### config.mk
export PLATFORM = sky130hd
export DESIGN_NAME = prbs_rate_ctrl
export DESIGN_NICKNAME = d
export VERILOG_FILES = /design/src/rtl/prbs_rate_ctrl.sv
export SDC_FILE = /design/constraint.sdc
export NUM_CORES = 1
export LEC_CHECK = 0
export ABC_AREA = 1
export ABC_CLOCK_PERIOD_IN_PS = 2600
export BUFFER_PORTS_ARGS = -buffer_cell sky130_fd_sc_hd__buf_4
export CORE_MARGIN = 8
export CORE_UTILIZATION = 55
export CTS_CLUSTER_DIAMETER = 200
export DETAILED_ROUTE_END_ITERATION = 6
export PLACE_DENSITY = 0.76
export RECOVER_POWER = 100
export REMOVE_ABC_BUFFERS = 1
export SYNTH_ARGS = -nofsm -noshare
export SYNTH_HDL_FRONTEND = slang
export SYNTH_SLANG_ARGS = --single-unit
### constraint.sdc
create_clock -name dac_clk -period 2.6 [get_ports dac_clk]
set_input_delay 0.39 -clock dac_clk [delete_from_list [all_inputs] [get_ports dac_clk]]
set_output_delay 0.39 -clock dac_clk [all_outputs]
set_load 0.01 [all_outputs]
### src/rtl/prbs_rate_ctrl.sv
// Sequencing controller for the PRBS core LFSR: PN-select settling, divided bit-rate
// enable generation, burst/continuous runs, delayed bit capture and sequence counting.
module prbs_rate_ctrl #(
  parameter int SETTLE_CYCLES = 2,
  parameter int PN_MAX_CODE   = 9,
  parameter int CORE_LAT      = 1
) (
  input  logic        dac_clk,
  input  logic        reset_n,
  input  logic        cfg_start,
  input  logic        cfg_stop,
  input  logic [3:0]  cfg_pn_select,
  input  logic [15:0] cfg_rate_div,
  input  logic [15:0] cfg_burst_len,
  input  logic        prbs_bit_in,
  input  logic        seq_done_in,
  output logic        lfsr_clk_enable,
  output logic [3:0]  prbs_pn_select_reg,
  output logic        bit_strobe,
  output logic        bit_q,
  output logic        busy,
  output logic        burst_done,
  output logic        cfg_err,
  output logic [15:0] seq_cnt
);

  typedef enum logic [1:0] {IDLE, LOAD, RUN, DONE} state_t;

  localparam logic [3:0] SETTLE_LAST = 4'(SETTLE_CYCLES - 1);
  localparam logic [4:0] PN_MAX      = 5'(PN_MAX_CODE);

  state_t      state_reg, state_next;
  logic [3:0]  pn_select_reg, pn_select_next;
  logic [15:0] rate_div_reg, rate_div_next;
  logic [15:0] burst_len_reg, burst_len_next;
  logic [15:0] div_cnt_reg, div_cnt_next;
  logic [15:0] bit_cnt_reg, bit_cnt_next;
  logic [3:0]  settle_cnt_reg, settle_cnt_next;
  logic [15:0] seq_cnt_reg, seq_cnt_next;
  logic        enable_reg, enable_next;
  logic        burst_done_reg, burst_done_next;
  logic        cfg_err_reg, cfg_err_next;
  logic        seq_done_d_reg;
  logic        strobe_reg;
  logic        bit_q_reg;
  logic        seq_rise;

  logic [CORE_LAT-1:0] en_pipe_reg, en_pipe_next;

  assign seq_rise = seq_done_in & ~seq_done_d_reg;

  always_comb begin
    state_next      = state_reg;
    pn_select_next  = pn_select_reg;
    rate_div_next   = rate_div_reg;
    burst_len_next  = burst_len_reg;
    div_cnt_next    = div_cnt_reg;
    bit_cnt_next    = bit_cnt_reg;
    settle_cnt_next = settle_cnt_reg;
    seq_cnt_next    = seq_cnt_reg;
    enable_next     = 1'b0;
    burst_done_next = 1'b0;
    cfg_err_next    = 1'b0;

    case (state_reg)
      IDLE: begin
        if (cfg_start && !cfg_stop) begin
          if ({1'b0, cfg_pn_select} > PN_MAX) begin
            cfg_err_next = 1'b1;
          end else begin
            pn_select_next  = cfg_pn_select;
            rate_div_next   = cfg_rate_div;
            burst_len_next  = cfg_burst_len;
            bit_cnt_next    = 16'd0;
            seq_cnt_next    = 16'd0;
            settle_cnt_next = 4'd0;
            div_cnt_next    = 16'd0;
            state_next      = LOAD;
          end
        end
      end
      LOAD: begin
        if (cfg_stop) begin
          state_next = IDLE;
        end else if (settle_cnt_reg == SETTLE_LAST) begin
          div_cnt_next = 16'd0;
          state_next   = RUN;
        end else begin
          settle_cnt_next = settle_cnt_reg + 4'd1;
        end
      end
      RUN: begin
        // Stop outranks burst completion; the final enable has already been issued.
        if (cfg_stop) begin
          state_next = IDLE;
        end else if (burst_len_reg != 16'd0 && bit_cnt_reg == burst_len_reg) begin
          burst_done_next = 1'b1;
          state_next      = DONE;
        end else if (div_cnt_reg == 16'd0) begin
          enable_next  = 1'b1;
          div_cnt_next = rate_div_reg;
          bit_cnt_next = bit_cnt_reg + 16'd1;
        end else begin
          div_cnt_next = div_cnt_reg - 16'd1;
        end
      end
      DONE: begin
        state_next = IDLE;
      end
      default: begin
        state_next = IDLE;
      end
    endcase

    if (state_reg == RUN && seq_rise && seq_cnt_reg != 16'hFFFF) begin
      seq_cnt_next = seq_cnt_reg + 16'd1;
    end
  end

  // Enable delay line: the tap at CORE_LAT-1 marks when the core output is fresh.
  generate
    assign en_pipe_next[0] = enable_reg;
    for (genvar gi = 1; gi < CORE_LAT; gi++) begin : g_pipe
      assign en_pipe_next[gi] = en_pipe_reg[gi-1];
    end
  endgenerate

  always_ff @(posedge dac_clk or negedge reset_n) begin
    if (!reset_n) begin
      state_reg      <= IDLE;
      pn_select_reg  <= 4'd0;
      rate_div_reg   <= 16'd0;
      burst_len_reg  <= 16'd0;
      div_cnt_reg    <= 16'd0;
      bit_cnt_reg    <= 16'd0;
      settle_cnt_reg <= 4'd0;
      seq_cnt_reg    <= 16'd0;
      enable_reg     <= 1'b0;
      burst_done_reg <= 1'b0;
      cfg_err_reg    <= 1'b0;
      seq_done_d_reg <= 1'b0;
      en_pipe_reg    <= '0;
      strobe_reg     <= 1'b0;
      bit_q_reg      <= 1'b0;
    end else begin
      state_reg      <= state_next;
      pn_select_reg  <= pn_select_next;
      rate_div_reg   <= rate_div_next;
      burst_len_reg  <= burst_len_next;
      div_cnt_reg    <= div_cnt_next;
      bit_cnt_reg    <= bit_cnt_next;
      settle_cnt_reg <= settle_cnt_next;
      seq_cnt_reg    <= seq_cnt_next;
      enable_reg     <= enable_next;
      burst_done_reg <= burst_done_next;
      cfg_err_reg    <= cfg_err_next;
      seq_done_d_reg <= seq_done_in;
      en_pipe_reg    <= en_pipe_next;
      strobe_reg     <= en_pipe_reg[CORE_LAT-1];
      if (en_pipe_reg[CORE_LAT-1]) begin
        bit_q_reg <= prbs_bit_in;
      end
    end
  end

  assign lfsr_clk_enable    = enable_reg;
  assign prbs_pn_select_reg = pn_select_reg;
  assign bit_strobe         = strobe_reg;
  assign bit_q              = bit_q_reg;
  assign busy               = (state_reg != IDLE);
  assign burst_done         = burst_done_reg;
  assign cfg_err            = cfg_err_reg;
  assign seq_cnt            = seq_cnt_reg;

endmodule

==> results.env, run 1 <==
LEAKAGE_nW=3.331
VIAS_IN_THE_FIRST_GLOBAL_ROUTE=5173
MIN_FROM='seq_done_in'
COMMONEST_NON_FILL_NON_TAP_CELL_IN_THE_LAYOUT='sky130_fd_sc_hd__nand2_1'
YOSYS.CELL_TYPES.COUNT=38
SEQUENTIAL_ELEMENT_SHARE_OF_THE_SYNTHESIZED_AREA=0.4233
SYNTH-EDFF-COUNT=0
TRITONCTS='done'
FINAL_AREA_UM2=6441
POSTPLACECELLAREA_UM2=6360
ROUTABILITYCONGESTION=0.8957
MAX-CLOCK-PATH-BUFFERS=2
H-TREE-DEPTH=3
FINALWORSTPATHREQUIREDPERIOD_PS=2244
GR-USAGE-ALL-LAYERS=0.2111
SLEW_HEADROOM=0.1809
FILL_CELLS=990
WORSTSETUPPATHTYPE='reg -> reg'
FLOORPLAN.DIE_AREA_UM2=13950
MET2ROUTEDLENGTH_UM=6785
SETUP.WORST_PATH.START='div_cnt_reg[0]$_DFFE_PN0P_'
MAX_FREQ_MHz=445.7
CTS-RESIZED-GATES=0
SYN_AREA_UM2=5734
SLOWEST_DELAY_PS=440
REPORT.FINAL.SLEW_VIOL_COUNT=0
POST-ROUTE-PERIOD-UTIL=0.8630
VDD_DROP_MAX_mV=0.5710
CELLPOWERDENSITY_nW_PER_UM2=1032
ANTENNA_FOUND_INITIAL=0
DRT.ANTENNA.VIOLATING_NETS=0
WORST_HOLD_PATH.NUM_CELLS=1
CRIT_SLOWEST_CELL='sky130_fd_sc_hd__a21oi_4'
ANTENNA_CELLS_INSERTED=0
PLACEMENT.IO_BUFFERS=67
CRITICAL_PATH_BUF_INV_COUNT=1
FINAL.HOLD.WORST_SLACK_PS=135.3
FIN_SKEW_PS=13.67
CTSROOTBUFFERMASTER='sky130_fd_sc_hd__clkbuf_8'
POST_DRT_VIA_CELL_RATIO=5.195
MOSTFREQUENTLAYOUTCELLS='305 x sky130_fd_sc_hd__nand2_1, 97 x sky130_fd_sc_hd__dfrtp_1, 88 x sky130_fd_sc_hd__nor2_1'
ROUTED-VIA-COUNT=5278
WORST-SLEW-PIN-TRANSITION_PS=1229
REPORT.FINAL.HOLD_VIOL_COUNT=0
CLOCK_LATENCY_PS=380
CTS-BUFFERS-INSERTED=9
WORST_SETUP_PATH_START_KIND='flip-flop'
AREA_GROWTH_PCT=12.33
INITIALDRTVIOLATIONCOUNT=336
INITIAL_UTILIZATION=0.5605
DIE_Y_UM=118.1
NUM-NETS-FINAL=924
SYNTHFLOPTYPE='sky130_fd_sc_hd__dfrtp_1'
WORSTPATHREQUIRED_PS=2870
FIN_SETUP_TNS_PS=0
DIE_X_UM=118.1
TOTAL_LENGTH_OF_ROUTED_MET3_WIRES_UM=384
CRITICAL_PATH.REG2REG.STARTPOINT='div_cnt_reg[0]$_DFFE_PN0P_'
PATH_CLK_SLEW_PS=100
SYNTHESIS.YOSYS.WARNINGS=0
IOS=68
CRITPATHCAPTURETYPE='flip-flop'
TIMING.CRITICAL_PATH.MODE_CELL='sky130_fd_sc_hd__nand2_1'
TIMING.REG2REG.SETUP_SLACK_PS=360
TOTAL_POWER_mW=6.647
GRT_PASS1_WL_UM=24560
SYN-MEAN-INSTANCE-AREA_UM2=7.053
WORST-ENDPOINT-ARRIVAL_PS=2520
CP_CELL_SEQUENCE='inv_1 > ha_1 > nand2_1 > nor2_1 > nand3_2 > a21oi_4 > nand2_2 > nand2_1 > nand2_1'
DRC_ERRORS=0
DRIVE_ABOVE_1_SHARE=0.1011
TIMING.HOLD.WORST.CLASS='in -> reg'
CORE_REGION_AREA_UM2=10230
MAXCAPVIOLATIONS=0
M1WIRELENGTH_UM=6590
CRITICAL_PATH.TOP_DELAY_FAMILY='simple AND/OR/NAND/NOR gates'
CTS_SETUP_BUFFERS=0
PLACEMENTROWS=37
DP_HPWL_UM=10400
YS_FF_LATCH=97
SYNTHARSTFLOPSHARE=1.000
CTS_HOLD_REPAIR.BUFFERS=0
CRIT_CELLS=9
TRITONCTS_NUM_SINKS=97
GRT-OVFL-TOTAL=0
SETUP_VIOL=0
TOP_LAYER_USED='met4'
RSZ0062_AT_GRT='no'
GRT_START_MAX_NET_PINS=49
CRITICAL_PATH_PEAK_FANOUT=17
DETAIL_ROUTE.FIRST_PASS.ITERATIONS=5
SYNTHCELLS=813
OUTCOME='finished clean'
ROUTEDWLPERCELL_UM=13.90
FINALWIRELENGTH_UM=14120
WORST_REG_TO_REG_PATH_CELL_COUNT=9
-- layout make-up --
type,count,area (um2),share of cell area
Inverter,76,285.3,0.04429
Clock buffer,9,123.9,0.01923
Clock inverter,6,90.09,0.01399
Sequential cell,97,2427,0.3768
Timing Repair Buffer,79,478.0,0.07420
Multi-Input combinational cell,613,2867,0.4450
Tap cell,136,170.2,0.02642
-- path summary, 6_finish.rpt --
check                                           endpoint
min reg2reg                        en_pipe_reg$_DFF_PN0_
min                             seq_done_d_reg$_DFF_PN0_
max reg2reg                  bit_cnt_reg[15]$_DFFE_PN0P_
min in group asynchronous    div_cnt_reg[14]$_DFFE_PN0P_
max in group asynchronous  burst_len_reg[11]$_DFFE_PN0P_
max                          bit_cnt_reg[15]$_DFFE_PN0P_
-- cell usage after synthesis, drive strengths merged (5+ instances only) --
master	count	area, um2
xor2	20	175.2
nand3	68	355.3
nor3	9	56.31
ha	6	75.07
dfrtp	97	2427
nand3b	5	37.54
o21ai	47	235.2
buf	17	107.6
nand4	19	118.9
xnor2	10	87.58
inv	75	281.5
nor2	93	371.6
a21oi	13	80.08
nand2	309	1180
clkbuf	10	37.54
-- logic make-up after synthesis --
logic type | share of synthesized area
buffers and inverters | 0.07506
multiplexers | 0.001964
adder cells (fa/ha/maj) | 0.01309
XOR/XNOR | 0.04582
flip-flops | 0.4233
AO/OA/AOI/OAI | 0.06437
AND/OR/NAND/NOR | 0.3764
-- power breakdown --
group	internal, mW	total (mW)	switching, mW
clock network	0.542	1.10	0.563
registers	1.93	2.30	0.369
logic	1.16	3.25	2.08
total	3.63	6.65	3.01
-- layer usage --
metal / vias up / global-route usage
met1: 2463 / 0.2705
met3: 25 / 0.02878
met5: - / 0
met4: 0 / 0.09608
li1: 2697 / -
met2: 93 / 0.3478
-- through the flow --
| step | setup WS, ps | utilization | cells |
|---|---|---|---|
| CTS | 504.9 | 0.6425 | 1016 |
| finish | 356.3 | 0.6296 | 1016 |
| floorplan | -927.9 | - | 786 |
| global placement | 633.5 | 0.6216 | 1001 |
| detailed placement | 533.0 | 0.6216 | 1001 |
| global route | 160.0 | 0.6296 | 1016 |
Note: power is estimated with default switching activity, not from simulation.
==> inputs of run 2 (changes only) <==
--- a/config.mk
+++ b/config.mk
@@ -9,10 +9,10 @@
 export ABC_CLOCK_PERIOD_IN_PS = 2600
 export BUFFER_PORTS_ARGS = -buffer_cell sky130_fd_sc_hd__buf_4
 export CORE_MARGIN = 8
-export CORE_UTILIZATION = 55
+export CORE_UTILIZATION = 60
 export CTS_CLUSTER_DIAMETER = 200
 export DETAILED_ROUTE_END_ITERATION = 6
-export PLACE_DENSITY = 0.76
+export PLACE_DENSITY = 0.82
 export RECOVER_POWER = 100
 export REMOVE_ABC_BUFFERS = 1
 export SYNTH_ARGS = -nofsm -noshare
==> run 2 against run 1 <==
  * The flow now finishes with violations (max-capacitance violations, max-slew violations)
  * Non-clock buffer count decreased by 4
  * Fmax decreased by 0.80%
  * Cell area decreased by 0.35%
  * Routed wire length increased by 1.2%
  * Flip-flop and latch count unchanged
  * Clock power about the same
  * Final cell count decreased by 0.98%
  * Sequential share of layout area increased by 0.13 points
  * Worst setup slack got worse by 18 ps
  * Die area decreased by 7.2%
  * Sequential power about the same
  * Utilization increased by 6.5 points
==> results.env, run 2 (synthesis gave the netlist of run 1 again) <==
OUTCOME='complete, but fails checks'
WORSTSETUPPATHTYPE='reg -> reg'
GRT_PASS1_WL_UM=23400  # -4.7%
TRITONCTS_NUM_SINKS=97  # unchanged
FIN_SKEW_PS=12.72  # -0.9482 ps
CTS-RESIZED-GATES=0  # unchanged
CELLPOWERDENSITY_nW_PER_UM2=1042  # +0.95%
TIMING.FINAL.WS_SETUP_PS=338.3  # -18.02 ps
CRITICAL_PATH.REG2REG.STARTPOINT='seq_cnt[0]$_DFFE_PN0P_'
SETUP_SLACK_AT_PLACEMENT_PS=347.2  # -185.7 ps
MULTI_INPUT_LOGIC_AREA_UM2=2858  # -0.31%
CTS_SETUP_BUFFERS=0  # unchanged
LEAKAGE_nW=3.309  # -0.68%
ROUTEDWLPERCELL_UM=14.20  # +2.2%
FINALNONFILLERCELLS=1006  # -0.98%
DIE_X_UM=113.8  # -3.7%
ROUTABILITYCONGESTION=0.9479  # +5.8%
DIE_Y_UM=113.8  # -3.7%
CTS_HOLD_REPAIR.BUFFERS=0  # unchanged
CLOCK_LATENCY_PS=380  # about the same
R2R_ENDPOINT='seq_cnt[13]$_DFFE_PN0P_'
PLACE_INST=990  # -1.1%
FINALWIRELENGTH_UM=14280  # +1.2%
GRT-OVFL-TOTAL=0  # unchanged
FIN_SETUP_TNS_PS=0  # unchanged
PLACEMENTROWS=35  # -5.4%
WORSTPATHREQUIRED_PS=2880  # about the same
ANTENNA_FOUND_INITIAL=0  # unchanged
WORST-ENDPOINT-ARRIVAL_PS=2540  # +20 ps
GRT_START_MAX_NET_PINS=98  # +100%
TRITONCTS='done'
CORE_REGION_AREA_UM2=9240  # -9.7%
FINALWORSTPATHREQUIREDPERIOD_PS=2262  # +18.02 ps
AREA_GROWTH_PCT=11.94
WORST_REG_TO_REG_PATH_CELL_COUNT=9  # unchanged
ROUTED-VIA-COUNT=5498  # +4.2%
POST-ROUTE-PERIOD-UTIL=0.8699  # +0.006932
MAX-CLOCK-PATH-BUFFERS=2  # unchanged
CRITICAL_PATH_PEAK_FANOUT=11  # -6
WORST_SETUP_PATH_START_KIND='flip-flop'
H-TREE-DEPTH=3  # unchanged
IOS=68  # unchanged
TOTAL_POWER_mW=6.686  # +0.59%
MAXCAPVIOLATIONS=1  # +1
TIMING.HOLD.WORST.CLASS='in -> reg'
DETAIL_ROUTE.FIRST_PASS.ITERATIONS=5  # unchanged
ENDPOINT_OF_THE_WORST_HOLD_PATH='seq_done_d_reg$_DFF_PN0_'
INITIAL_UTILIZATION=0.6206  # +0.06011
CTS-BUFFERS-INSERTED=9  # unchanged
MIN_FROM='seq_done_in'
VDD_DROP_MAX_mV=0.4349  # -24%
REPORT.FINAL.SLEW_VIOL_COUNT=98  # +98
CTSROOTBUFFERMASTER='sky130_fd_sc_hd__clkbuf_8'
FINAL_CORE_UTIL=0.6947  # +0.06508
PATH_CLK_SLEW_PS=110  # about the same
VIOLATIONS='max-capacitance violations, max-slew violations'
INITIALDRTVIOLATIONCOUNT=420  # +25%
PLACEMENT.IO_BUFFERS=67  # unchanged
DRT.ANTENNA.VIOLATING_NETS=0  # unchanged
ANTENNA_CELLS_INSERTED=0  # unchanged
POST_DRT_VIA_CELL_RATIO=5.465  # +5.2%
FILL_CELLS=807  # -18%
GR-USAGE-ALL-LAYERS=0.2208  # +0.009765
REPORT.FINAL.HOLD_VIOL_COUNT=0  # unchanged
FLOORPLAN.DIE_AREA_UM2=12940  # -7.2%
SETUP_VIOL=0  # unchanged
NUM-NETS-FINAL=920  # -0.43%
VIAS_IN_THE_FIRST_GLOBAL_ROUTE=5202  # +0.56%
AREA.SEQUENTIAL_UM2=2427  # unchanged
TIMING.REG2REG.SETUP_SLACK_PS=340  # -20 ps
COMMONEST_NON_FILL_NON_TAP_CELL_IN_THE_LAYOUT='sky130_fd_sc_hd__nand2_1'
RSZ0062_AT_GRT='no'
SLEW_HEADROOM=-0.4401  # -0.6210
MAX_FREQ_MHz=442.1  # -0.80%
WORST-SLEW-PIN-TRANSITION_PS=2160  # +931.5 ps
CRITPATHCAPTURETYPE='flip-flop'
DRIVE_ABOVE_1_SHARE=0.1003  # -0.0007943
DRC_ERRORS=0  # unchanged
MOSTFREQUENTLAYOUTCELLS='305 x sky130_fd_sc_hd__nand2_1, 97 x sky130_fd_sc_hd__dfrtp_1, 87 x sky130_fd_sc_hd__nor2_1'
WORST_HOLD_PATH.NUM_CELLS=1  # unchanged
DP_HPWL_UM=10270  # -1.3%
## run 2: cell count changes in the layout (fill, tap and decap cells not counted), moves of 2 or more
cell | before | now
sky130_fd_sc_hd__clkbuf_1 | 28 | 25
sky130_fd_sc_hd__nand3_2 | 3 | 1
sky130_fd_sc_hd__inv_8 | 0 | 2
sky130_fd_sc_hd__nand3_1 | 65 | 67
sky130_fd_sc_hd__o21ai_1 | 2 | 5
sky130_fd_sc_hd__o21ai_0 | 45 | 42
sky130_fd_sc_hd__clkbuf_2 | 4 | 1
## run 2: how the worst max path moves through the flow
stage	start	to	slack [ps]	cells past startpoint
after global placement	cfg_pn_select[2]	bit_cnt_reg[12]$_DFFE_PN0P_	450	9
final	seq_cnt[0]$_DFFE_PN0P_	seq_cnt[13]$_DFFE_PN0P_	340	9
after floorplan	cfg_pn_select[2]	settle_cnt_reg[2]$_DFFE_PN0P_	-930	8
after global routing	reset_n	bit_cnt_reg[11]$_DFFE_PN0P_	130	2
after CTS	div_cnt_reg[0]$_DFFE_PN0P_	bit_cnt_reg[15]$_DFFE_PN0P_	480	9
after detailed placement	cfg_pn_select[2]	settle_cnt_reg[2]$_DFFE_PN0P_	350	9
## run 2: layout make-up
type	count	share of cell area
repair buffers	75	0.07232
flip-flops and latches	97	0.3782
well taps	129	0.02515
inverters	76	0.04444
clock buffers	10	0.02144
multi-input cells	613	0.4452
clock inverters	6	0.01326
## run 2: report_power, final
group	internal [mW]	switching, mW	leakage, nW
clock	0.496	0.601	0.110
combinational	1.17	2.12	1.92
sequential	1.93	0.377	1.28
total	3.59	3.09	3.31
## run 2: per-layer routing
layer  GRT usage  vias to the layer above  routed length, um
met3     0.03539                       28                724
met5           0                        -                  0
met1      0.2601                     2617               5954
met4     0.08703                        0                350
li1            -                     2682                  -
met2      0.3929                      171               7253
## run 2: critical path, stage by stage (launching register included)
cell and delay, ps:
sky130_fd_sc_hd__dfrtp_1 420, sky130_fd_sc_hd__ha_1 210, sky130_fd_sc_hd__nand3_1 160, sky130_fd_sc_hd__nor3_1 570, sky130_fd_sc_hd__nand3_2 150, sky130_fd_sc_hd__o21ai_1 200
sky130_fd_sc_hd__buf_4 210, sky130_fd_sc_hd__inv_1 100, sky130_fd_sc_hd__nand3_1 90, sky130_fd_sc_hd__nand2_1 50
## run 2: metrics by stage
stage | instance area (um2) | hold WS [ps]
after floorplan | 5589 | 94.41
after global placement | 6334 | 363.8
after detailed placement | 6334 | 366.3
after CTS | 6556 | 80.90
after global routing | 6419 | 126.7
final | 6419 | 144.6
